**config.mk**
```make
export PLATFORM = sky130hd
export DESIGN_NAME = guess_scorer
export DESIGN_NICKNAME = d
export VERILOG_FILES = /design/src/rtl/bc_pkg.sv /design/src/rtl/digit_matcher.sv /design/src/rtl/guess_scorer.sv
export SDC_FILE = /design/constraint.sdc
export NUM_CORES = 1
export LEC_CHECK = 0
export BUFFER_PORTS_ARGS = -buffer_cell sky130_fd_sc_hd__buf_2
export CELL_PAD_IN_SITES_DETAIL_PLACEMENT = 1
export CELL_PAD_IN_SITES_GLOBAL_PLACEMENT = 1
export CORE_UTILIZATION = 48
export DETAILED_ROUTE_END_ITERATION = 10
export GPL_TIMING_DRIVEN = 0
export MAX_ROUTING_LAYER = met4
export PLACE_DENSITY_LB_ADDON = 0.1
export SLEW_MARGIN = 20
export SYNTH_ARGS = -nofsm -noshare
export SYNTH_HDL_FRONTEND = slang
export SYNTH_SLANG_ARGS = --single-unit
export TNS_END_PERCENT = 50
```
**constraint.sdc**
```tcl
create_clock -name CLK -period 3.6 [get_ports CLK]
set_clock_uncertainty 0.2 [all_clocks]
set_input_delay 0.18 -clock CLK [delete_from_list [all_inputs] [get_ports CLK]]
set_output_delay 0.18 -clock CLK [all_outputs]
set_load 0.02 [all_outputs]
```
**src/rtl/bc_pkg.sv**
```systemverilog
// bc_pkg: shared types, constants and helpers for the bulls-and-cows scorer.
package bc_pkg;
   typedef logic [3:0] digit_t;
   localparam int NUM_DIGITS = 4;
   localparam int MAX_TURNS = 6;
   localparam digit_t BLANK_DIGIT = 4'hF;
   typedef struct {
      digit_t     guess [NUM_DIGITS];
      logic [2:0] a;
      logic [2:0] b;
      logic       valid;
   } hist_entry_t;
   typedef enum logic [1:0] {S_IDLE, S_CMP, S_DONE} scorer_state_t;
   // Blank, marker and any other non-decimal code never take part in a match.
   function automatic logic digit_ok(digit_t d);
      return d <= 4'd9;
   endfunction
endpackage

```
**src/rtl/digit_matcher.sv**
```systemverilog
// digit_matcher: classifies one guess digit against the secret as an exact or a misplaced hit.
module digit_matcher
   import bc_pkg::*;
(
   input  digit_t                  g_i,
   input  logic [1:0]              pos_i,
   input  digit_t [NUM_DIGITS-1:0] secret_i,
   output logic                    hit_a,
   output logic                    hit_b
);
   logic [NUM_DIGITS-1:0] eq;
   always_comb begin
      for (int j = 0; j < NUM_DIGITS; j++) eq[j] = digit_ok(g_i) && secret_i[j] == g_i;
   end
   assign hit_a = eq[pos_i];
   assign hit_b = !hit_a && |eq;
endmodule

```
**src/rtl/guess_scorer.sv**
```systemverilog
// guess_scorer: multi-cycle bulls-and-cows compare of the latched secret/guess with a per-turn history.
module guess_scorer
   import bc_pkg::*;
(
   input  logic                    CLK,
   input  logic                    RESET,
   input  logic                    clear,
   input  logic                    start,
   input  digit_t [NUM_DIGITS-1:0] Secret,
   input  digit_t [NUM_DIGITS-1:0] Guess,
   input  logic [2:0]              turn_count,
   output logic                    busy,
   output logic                    done,
   output logic [2:0]              Count_A,
   output logic [2:0]              Count_B,
   output logic                    all_match,
   input  logic [2:0]              hist_rd_idx,
   output digit_t [NUM_DIGITS-1:0] hist_guess,
   output logic [2:0]              hist_a,
   output logic [2:0]              hist_b,
   output logic                    hist_valid,
   output logic [2:0]              hist_count
);
   scorer_state_t           state_q, state_d;
   digit_t [NUM_DIGITS-1:0] sec_q, sec_d, gss_q, gss_d;
   logic [1:0]              idx_q, idx_d;
   logic [2:0]              acc_a_q, acc_a_d, acc_b_q, acc_b_d;
   logic [2:0]              cnt_a_q, cnt_a_d, cnt_b_q, cnt_b_d, hist_count_q;
   hist_entry_t             hist_q [MAX_TURNS];
   hist_entry_t             rd;
   logic                    hit_a, hit_b, wr_en, rd_ok;

   digit_matcher u_match (
      .g_i      (gss_q[idx_q]),
      .pos_i    (idx_q),
      .secret_i (sec_q),
      .hit_a    (hit_a),
      .hit_b    (hit_b)
   );

   always_comb begin
      state_d = state_q;
      sec_d   = sec_q;
      gss_d   = gss_q;
      idx_d   = idx_q;
      acc_a_d = acc_a_q;
      acc_b_d = acc_b_q;
      cnt_a_d = cnt_a_q;
      cnt_b_d = cnt_b_q;
      case (state_q)
         S_IDLE: if (start) begin
            sec_d   = Secret;
            gss_d   = Guess;
            acc_a_d = '0;
            acc_b_d = '0;
            idx_d   = 2'd3;
            state_d = S_CMP;
         end
         S_CMP: begin
            acc_a_d = acc_a_q + 3'(hit_a);
            acc_b_d = acc_b_q + 3'(hit_b);
            idx_d   = idx_q - 2'd1;
            // Publish the counts on the way into S_DONE so they are valid alongside done.
            if (idx_q == 2'd0) begin
               state_d = S_DONE;
               cnt_a_d = acc_a_d;
               cnt_b_d = acc_b_d;
            end
         end
         default: state_d = S_IDLE;
      endcase
   end

   assign wr_en = state_q == S_DONE && int'(turn_count) < MAX_TURNS;

   always_ff @(posedge CLK) begin
      if (RESET || clear) begin
         state_q      <= S_IDLE;
         sec_q        <= '0;
         gss_q        <= '0;
         idx_q        <= '0;
         acc_a_q      <= '0;
         acc_b_q      <= '0;
         cnt_a_q      <= '0;
         cnt_b_q      <= '0;
         hist_count_q <= '0;
         for (int i = 0; i < MAX_TURNS; i++) begin
            hist_q[i].a     <= '0;
            hist_q[i].b     <= '0;
            hist_q[i].valid <= 1'b0;
            for (int j = 0; j < NUM_DIGITS; j++) hist_q[i].guess[j] <= '0;
         end
      end else begin
         state_q <= state_d;
         sec_q   <= sec_d;
         gss_q   <= gss_d;
         idx_q   <= idx_d;
         acc_a_q <= acc_a_d;
         acc_b_q <= acc_b_d;
         cnt_a_q <= cnt_a_d;
         cnt_b_q <= cnt_b_d;
         if (wr_en) begin
            for (int j = 0; j < NUM_DIGITS; j++) hist_q[turn_count].guess[j] <= gss_q[j];
            hist_q[turn_count].a     <= cnt_a_q;
            hist_q[turn_count].b     <= cnt_b_q;
            hist_q[turn_count].valid <= 1'b1;
            if (!hist_q[turn_count].valid) hist_count_q <= hist_count_q + 3'd1;
         end
      end
   end

   assign rd_ok = int'(hist_rd_idx) < MAX_TURNS;
   assign rd    = hist_q[rd_ok ? hist_rd_idx : 3'd0];

   always_comb begin
      for (int j = 0; j < NUM_DIGITS; j++) hist_guess[j] = rd_ok ? rd.guess[j] : '0;
   end

   assign hist_a     = rd_ok ? rd.a : '0;
   assign hist_b     = rd_ok ? rd.b : '0;
   assign hist_valid = rd_ok && rd.valid;
   assign hist_count = hist_count_q;
   assign busy       = state_q != S_IDLE;
   assign done       = state_q == S_DONE;
   assign Count_A    = cnt_a_q;
   assign Count_B    = cnt_b_q;
   assign all_match  = cnt_a_q == 3'd4;
endmodule

```
==> Word level (Yosys, flattened, before mapping) <==
Memory sizes are Yosys's and may differ from the RTL's.
Index checks and enable logic that the tools add are counted.
{ "word_totals": {"out_inout_bits": 35, "reg_bits": 51, "ramBits": 138, "n_memories": 1} }
{ "mem_list": {"columns": ["memory", "depth", "word_bits", "rd", "rd_ports_with_merged_regs", "write_ports", "line_no", "source"], "rows": [
  ["hist_q", 6, 23, 2, 0, 6, "guess_scorer.sv:29", "hist_entry_t hist_q [MAX_TURNS];"]
]} }
{ "classes": {"reduce_logical": 20, "mux": 27, "n_lt_le_gt_ge": 4, "add_sub_neg": 4, "bitwise": 1, "eq_ne": 9} }
{ "ops": {"columns": ["cell", "count"], "rows": [
  ["23-bit 2-to-1 mux", 1],
  ["23-bit OR reduction", 1],
  ["4-bit 2-to-1 mux", 5],
  ["4-bit == test", 4],
  ["3-bit 2-to-1 mux", 5],
  ["3-bit case mux with 2 select lines", 2],
  ["2-bit AND reduction", 5],
  ["4-bit binary-select mux with 2-bit select", 1],
  ["2-bit case mux with 2 select lines", 2],
  ["1-bit logical AND", 7],
  ["1-bit 2-to-1 mux", 7],
  ["3-bit by 1-bit adder with 3-bit output", 2],
  ["3-bit less-than comparator (second input constant)", 2],
  ["2-bit 2-to-1 mux", 3],
  ["4-bit less-or-equal comparator (second input constant)", 1],
  ["2-bit logical NOT", 2],
  ["2-bit != test (second input constant)", 2],
  ["2-bit nonzero test", 2],
  ["4-bit OR reduction", 1],
  ["3-bit by 1-bit adder with 3-bit output (second input constant)", 1],
  ["3-bit == test (second input constant)", 1],
  ["2-bit by 3-bit less-than comparator with 1-bit output (second input constant)", 1],
  ["1-bit binary-select mux with 2-bit select", 1],
  ["2-bit by 1-bit == test with 1-bit output (second input constant)", 1],
  ["5 further kinds", 5]
]} }

==> Logic depth before layout (Yosys ltp) <==
{ "logic_depth": {"depth_word": 10, "ltp_mapped": 15, "mapped_depth_nobuf": 13} }

==> Modules after synthesis <==
A second synthesis with hierarchy kept.
{ "hier_totals": {"hier_cells": 719, "hier_area_um2": 8693.3} }
{ "modules_own_cells": {"columns": ["module", "cells_per_inst", "n_inst", "area_each_um2", "seq_area_each_um2"], "rows": [
  ["guess_scorer", 667, 1, 8370.5, 5104.9],
  ["digit_matcher", 52, 1, 322.8, 0.0]
]} }

==> Worst setup path after synthesis <==
OpenSTA, ideal clock, no wires.
{ "synth_timing": {"path_type": "flip-flop to flip-flop", "from": "register state_q[1]", "to": "memory hist_q[4][10] (netlist name) (enable)", "setup_time_ps": 432, "stages_incl_launch_ff": 6, "slack_ps": 280, "t_arrival_ps": 2688, "synth_period_minus_slack_ps": 3320, "cell_sequence": "dfxtp_1 nor2b_1 nand2_1 nor2_1 nand2_1 o21ai_0"} }
{ "synth_lines": {"columns": ["item", "line_no", "source"], "rows": [
  ["from (decl)", "guess_scorer.sv:24", "scorer_state_t state_q, state_d;"],
  ["from (signal assigned)", "guess_scorer.sv:94", "state_q <= state_d;"],
  ["to (decl)", "guess_scorer.sv:29", null]
]} }

==> Final worst setup path <==
{ "layout_timing": {"from": "register idx_q[0]", "to": "register acc_b_q[2]"} }
{ "layout_via": {"elab_chain_cells": 10, "elab_cells_between_ends": 18} }
{ "layout_lines": {"columns": ["item", "line_no", "source"], "rows": [
  ["from (decl)", "guess_scorer.sv:26", "logic [1:0] idx_q, idx_d;"],
  ["from (signal assigned)", "guess_scorer.sv:97", "idx_q <= idx_d;"],
  ["4-bit binary-select mux with 2-bit select", "guess_scorer.sv:34", ".g_i (gss_q[idx_q]),"],
  ["4-bit 2-to-1 mux (not written as such)", "guess_scorer.sv:34", null],
  ["4-bit less-or-equal comparator or 4-bit == test (tied branches)", "bc_pkg.sv:16, digit_matcher.sv:13", null],
  ["1-bit logical AND", "digit_matcher.sv:13", "for (int j = 0; j < NUM_DIGITS; j++) eq[j] = digit_ok(g_i) && secret_i[j] == g_i;"],
  ["1-bit binary-select mux with 2-bit select", "digit_matcher.sv:15", "assign hit_a = eq[pos_i];"],
  ["1-bit 2-to-1 mux (not written as such)", "digit_matcher.sv:15", null],
  ["1-bit logical NOT", "digit_matcher.sv:16", "assign hit_b = !hit_a && |eq;"],
  ["1-bit logical AND *", "digit_matcher.sv:16", null],
  ["3-bit by 1-bit adder with 3-bit output *", "guess_scorer.sv:61", "acc_b_d = acc_b_q + 3'(hit_b);"],
  ["3-bit case mux with 2 select lines *", "guess_scorer.sv:50", "case (state_q)"],
  ["to (signal assigned)", "guess_scorer.sv:83", "acc_b_q <= '0;"],
  ["to (signal assigned)", "guess_scorer.sv:99", "acc_b_q <= acc_b_d;"],
  ["to (decl)", "guess_scorer.sv:27", "logic [2:0] acc_a_q, acc_a_d, acc_b_q, acc_b_d;"]
]} }
Mark *: on every way between the ends. The rest lies on a longest branch, timed or not. The select of a mux whose other input is x is not followed.
A chain may end at the register's enable or synchronous reset.

==> impl_metrics.py <==
metrics = {
    "sta": {
        "hold_violations": 0,
        "finalCriticalPeriod_ps": 3460,
        "fin_ws_ps": 139,
        "slew_headroom_pct": 37.3,
        "fin_crit_sh_pct": 96.1,
        "worst_slew_pin_slew_ps": 941,
        "whs_ps": 131,
        "max_freq_mhz": 289,
        "final-max-slew-violation-count": 0,
        "setup_viol": 0,
    },
    "yosys": {
        "yosysMostFrequentCell": "and2_1",
        "ys_warn_count": 0,
        "ys_types": 46,
        "synthFlopType": "edfxtp_1",
        "synth_edf_count": 132,
        "yosysTopAreaCellShare_pct": 45.1,
        "synth_nets": 777,
        "netlist.top_cell.by_area": "edfxtp_1",
        "synth_seq_area_share_pct": 58.1,
        "synth.top_cells.by_area": "edfxtp_1, dfxtp_1, and2_1",
        "synth_area_per_cell_um2": 12.0,
        "synthesis.area_um2": 8780,
        "yosys-top-cells-count": "and2_1, edfxtp_1, nand2_1",
        "ys_seq_elements": 189,
        "synthArstFlopShare_pct": 0,
        "syn_inst": 729,
    },
    "clock_network": {
        "cts.path.max_buffers": 2,
        "clk_pin_slew_worst_paths_ps": 70,
        "cts_tree": "yes",
        "clock_sinks": 189,
        "ctsRootBufferMaster": "clkbuf_16",
        "cts_buffers": 17,
        "htreeDepth": 4,
        "clock_latency_ps": 430,
    },
    "route": {
        "wire_per_inst_um": 21.8,
        "vias": 6134,
        "drcViolationCount": 0,
        "firstDrtPassIters": 4,
        "wirelength_mm": 24.0,
        "via_per_inst": 5.58,
        "drtIter0Drc": 317,
        "drtAntennaViolNets": 0,
    },
    "critical_path": {
        "crit_family": "simple AND/OR/NAND/NOR gates",
        "slowest_stage": "mux4_2",
        "ff2ff_path_depth": 13,
        "cp-startpoint": "idx_q[0]",
        "r2r-start": "idx_q[0]",
        "cpMostUsedCell": "ha_2",
        "slowest_delay_ps": 560,
        "crit_end": "acc_b_q[2]",
        "worstSetupPathType": "reg -> reg",
        "crit_chain": "buf_6, mux4_2, xnor2_1, nand3_1, a311oi_4, or3_1, a211oi_2, nor4_4, ha_2, ha_2, o21ai_1, a21oi_1, nor2_1",
        "startpoint_type": "flop",
        "arrival_ps": 3570,
        "crit_required_ps": 3710,
        "r2r-end": "acc_b_q[2]",
        "rrSetupSlack_ps": 140,
        "path_depth": 13,
        "cp_max_fo": 10,
        "timing.critical_path.buf_inv": 1,
        "endpoint_kind": "flop",
    },
    "final_layout": {
        "final_area_um2": 10500,
        "syn_to_final_growth_pct": 19.1,
        "layout-drive-gt1-share_pct": 20.6,
        "diodes": 0,
        "nNetsFinal": 905,
    },
    "global_routing": {
        "track_usage_pct": 27.6,
        "antenna_found_initial": 1,
        "top_usage_layer": "met2",
        "grt_pass1_wl_mm": 36.1,
        "gr-total-overflow": 0,
        "grt_max_degree": 23,
        "grtUsageMet2_pct": 47.8,
        "gr-usage-met1_pct": 32.5,
        "grt_pass1_vias": 6468,
        "met3_usage_pct": 3.90,
    },
    "hold_path": {
        "holdPathStages": 4,
        "hold_path_class": "in -> reg",
    },
    "run": {
        "drv_cap": 0,
    },
    "floorplanning": {
        "die_area_um2": 18800,
        "initial_utilization_pct": 48.9,
        "die_w_um": 137,
        "rows": 49,
        "io_pins": 77,
        "die_h_um": 137,
        "core_um2": 18000,
    },
    "placement": {
        "pre_cts_slack_ps": -74.5,
        "io_buffers": 72,
        "hpwlAfterDp_mm": 16.3,
        "dpl_cell_area_um2": 9470,
        "gp_congestion": 0.808,
    },
    "power_and_ir_drop": {
        "leakage_nw": 4.14,
        "max-vdd-ir-drop_uv": 356,
        "powerDensity_nw_per_um2": 447,
    },
    "status": {
        "status": "complete, no violations",
    },
}
[worst min-delay path by stage]
| stage | start | end | slack [ps] |
|---|---|---|---|
| after floorplan | Secret[11] | sec_q[11] | 120 |
| after global placement | Secret[9] | sec_q[9] | 220 |
| after detailed placement | Secret[4] | sec_q[4] | 230 |
| after CTS | clear | Count_B[2] | 150 |
| after global routing | clear | Count_B[2] | 190 |
| final | RESET | Count_B[2] | 130 |
[area by class of cell]
| class | instances | area, um2 |
|---|---|---|
| Fill cell | 1884 | 7510 |
| Sequential cell | 189 | 5110 |
| Multi-Input combinational cell | 463 | 3460 |
| Timing Repair Buffer | 109 | 726 |
| Clock buffer | 18 | 429 |
| Tap cell | 229 | 287 |
| Buffer | 50 | 215 |
| Clock inverter | 14 | 121 |
| Inverter | 27 | 104 |
[power by group]
group	switching, W	total [W]	internal [W]	leakage (nW)
logic	0.000267	0.000459	0.000191	1.95
clock network	0.000831	0.00178	0.000951	0.248
registers	0.0000435	0.00244	0.00239	1.93
[placed cells by master, fill, tap and decap left out, types with 7 or more instances in the layout]
master         instances
and2_1               134
edfxtp_1             132
nand2_1               87
buf_2                 77
dfxtp_1               52
a21oi_1               43
clkbuf_1              38
dlygate4sd3_1         32
mux4_2                30
inv_1                 26
mux2i_1               24
o22ai_1               23
nor2_1                20
clkbuf_16             17
xnor2_1                9
nand3_1                9
nor2b_1                7
a21o_1                 7
[metrics by stage]
| stage | util (%) | TNS [ps] | std cells | power (W) |
|---|---|---|---|---|
| after floorplan | - | 0 | 729 | 0.00274 |
| after global placement | 52.5 | -18980 | 1030 | 0.00287 |
| after detailed placement | 52.7 | -74.5 | 1031 | 0.00290 |
| after CTS | 57.7 | 0 | 1096 | 0.00468 |
| after global routing | 58.2 | -12.2 | 1099 | 0.00480 |
| final | 58.2 | 0 | 1099 | 0.00468 |
[logic make-up (layout without fill, tap and decap cells)]
logic type	Yosys count	count (layout)	share of synthesized area, %
AOI/OAI and AO/OA	91	91	6.38
buffers and inverters	77	218	3.58
DFF	189	189	58.1
muxes	57	57	10.8
xor gates and xnor gates	16	16	1.60
and+or+nand+nor	293	293	18.6
adders and majority gates	6	6	0.855
[flip-flops by register name, indices dropped and copies added (netlist names)]
| signal | flops |
|---|---|
| Count_A | 3 |
| Count_B | 3 |
| acc_a_q | 3 |
| acc_b_q | 3 |
| gss_q | 16 |
| hist_count | 3 |
| hist_q | 138 |
| idx_q | 2 |
| sec_q | 16 |
| state_q | 2 |
[what timing repair did]
| item | 4_1_cts | 5_1_grt |
|---|---|---|
| setup buffers | 1 | 3 |
| hold buffers | 32 | 0 |
| pin swaps | 1 | 3 |
| setup endpoints to repair | 1 | 3 |
| cloned | 0 | 0 |
| resized for setup | 6 | 20 |
| hold endpoints to repair | 32 | 0 |
[tightest hold or removal path: stages]
cell and delay, ps:
buf_2 90, or2_2 90, clkbuf_1 280, a211oi_1 80
[per-layer routing]
layer / part of all wire (%) / wire, um
met1: 42 / 9990
met2: 53 / 12600
met3: 3.3 / 782
met4: 2.5 / 607
met5: 0 / 0
No activity file was read; power rests on OpenSTA's default activity.
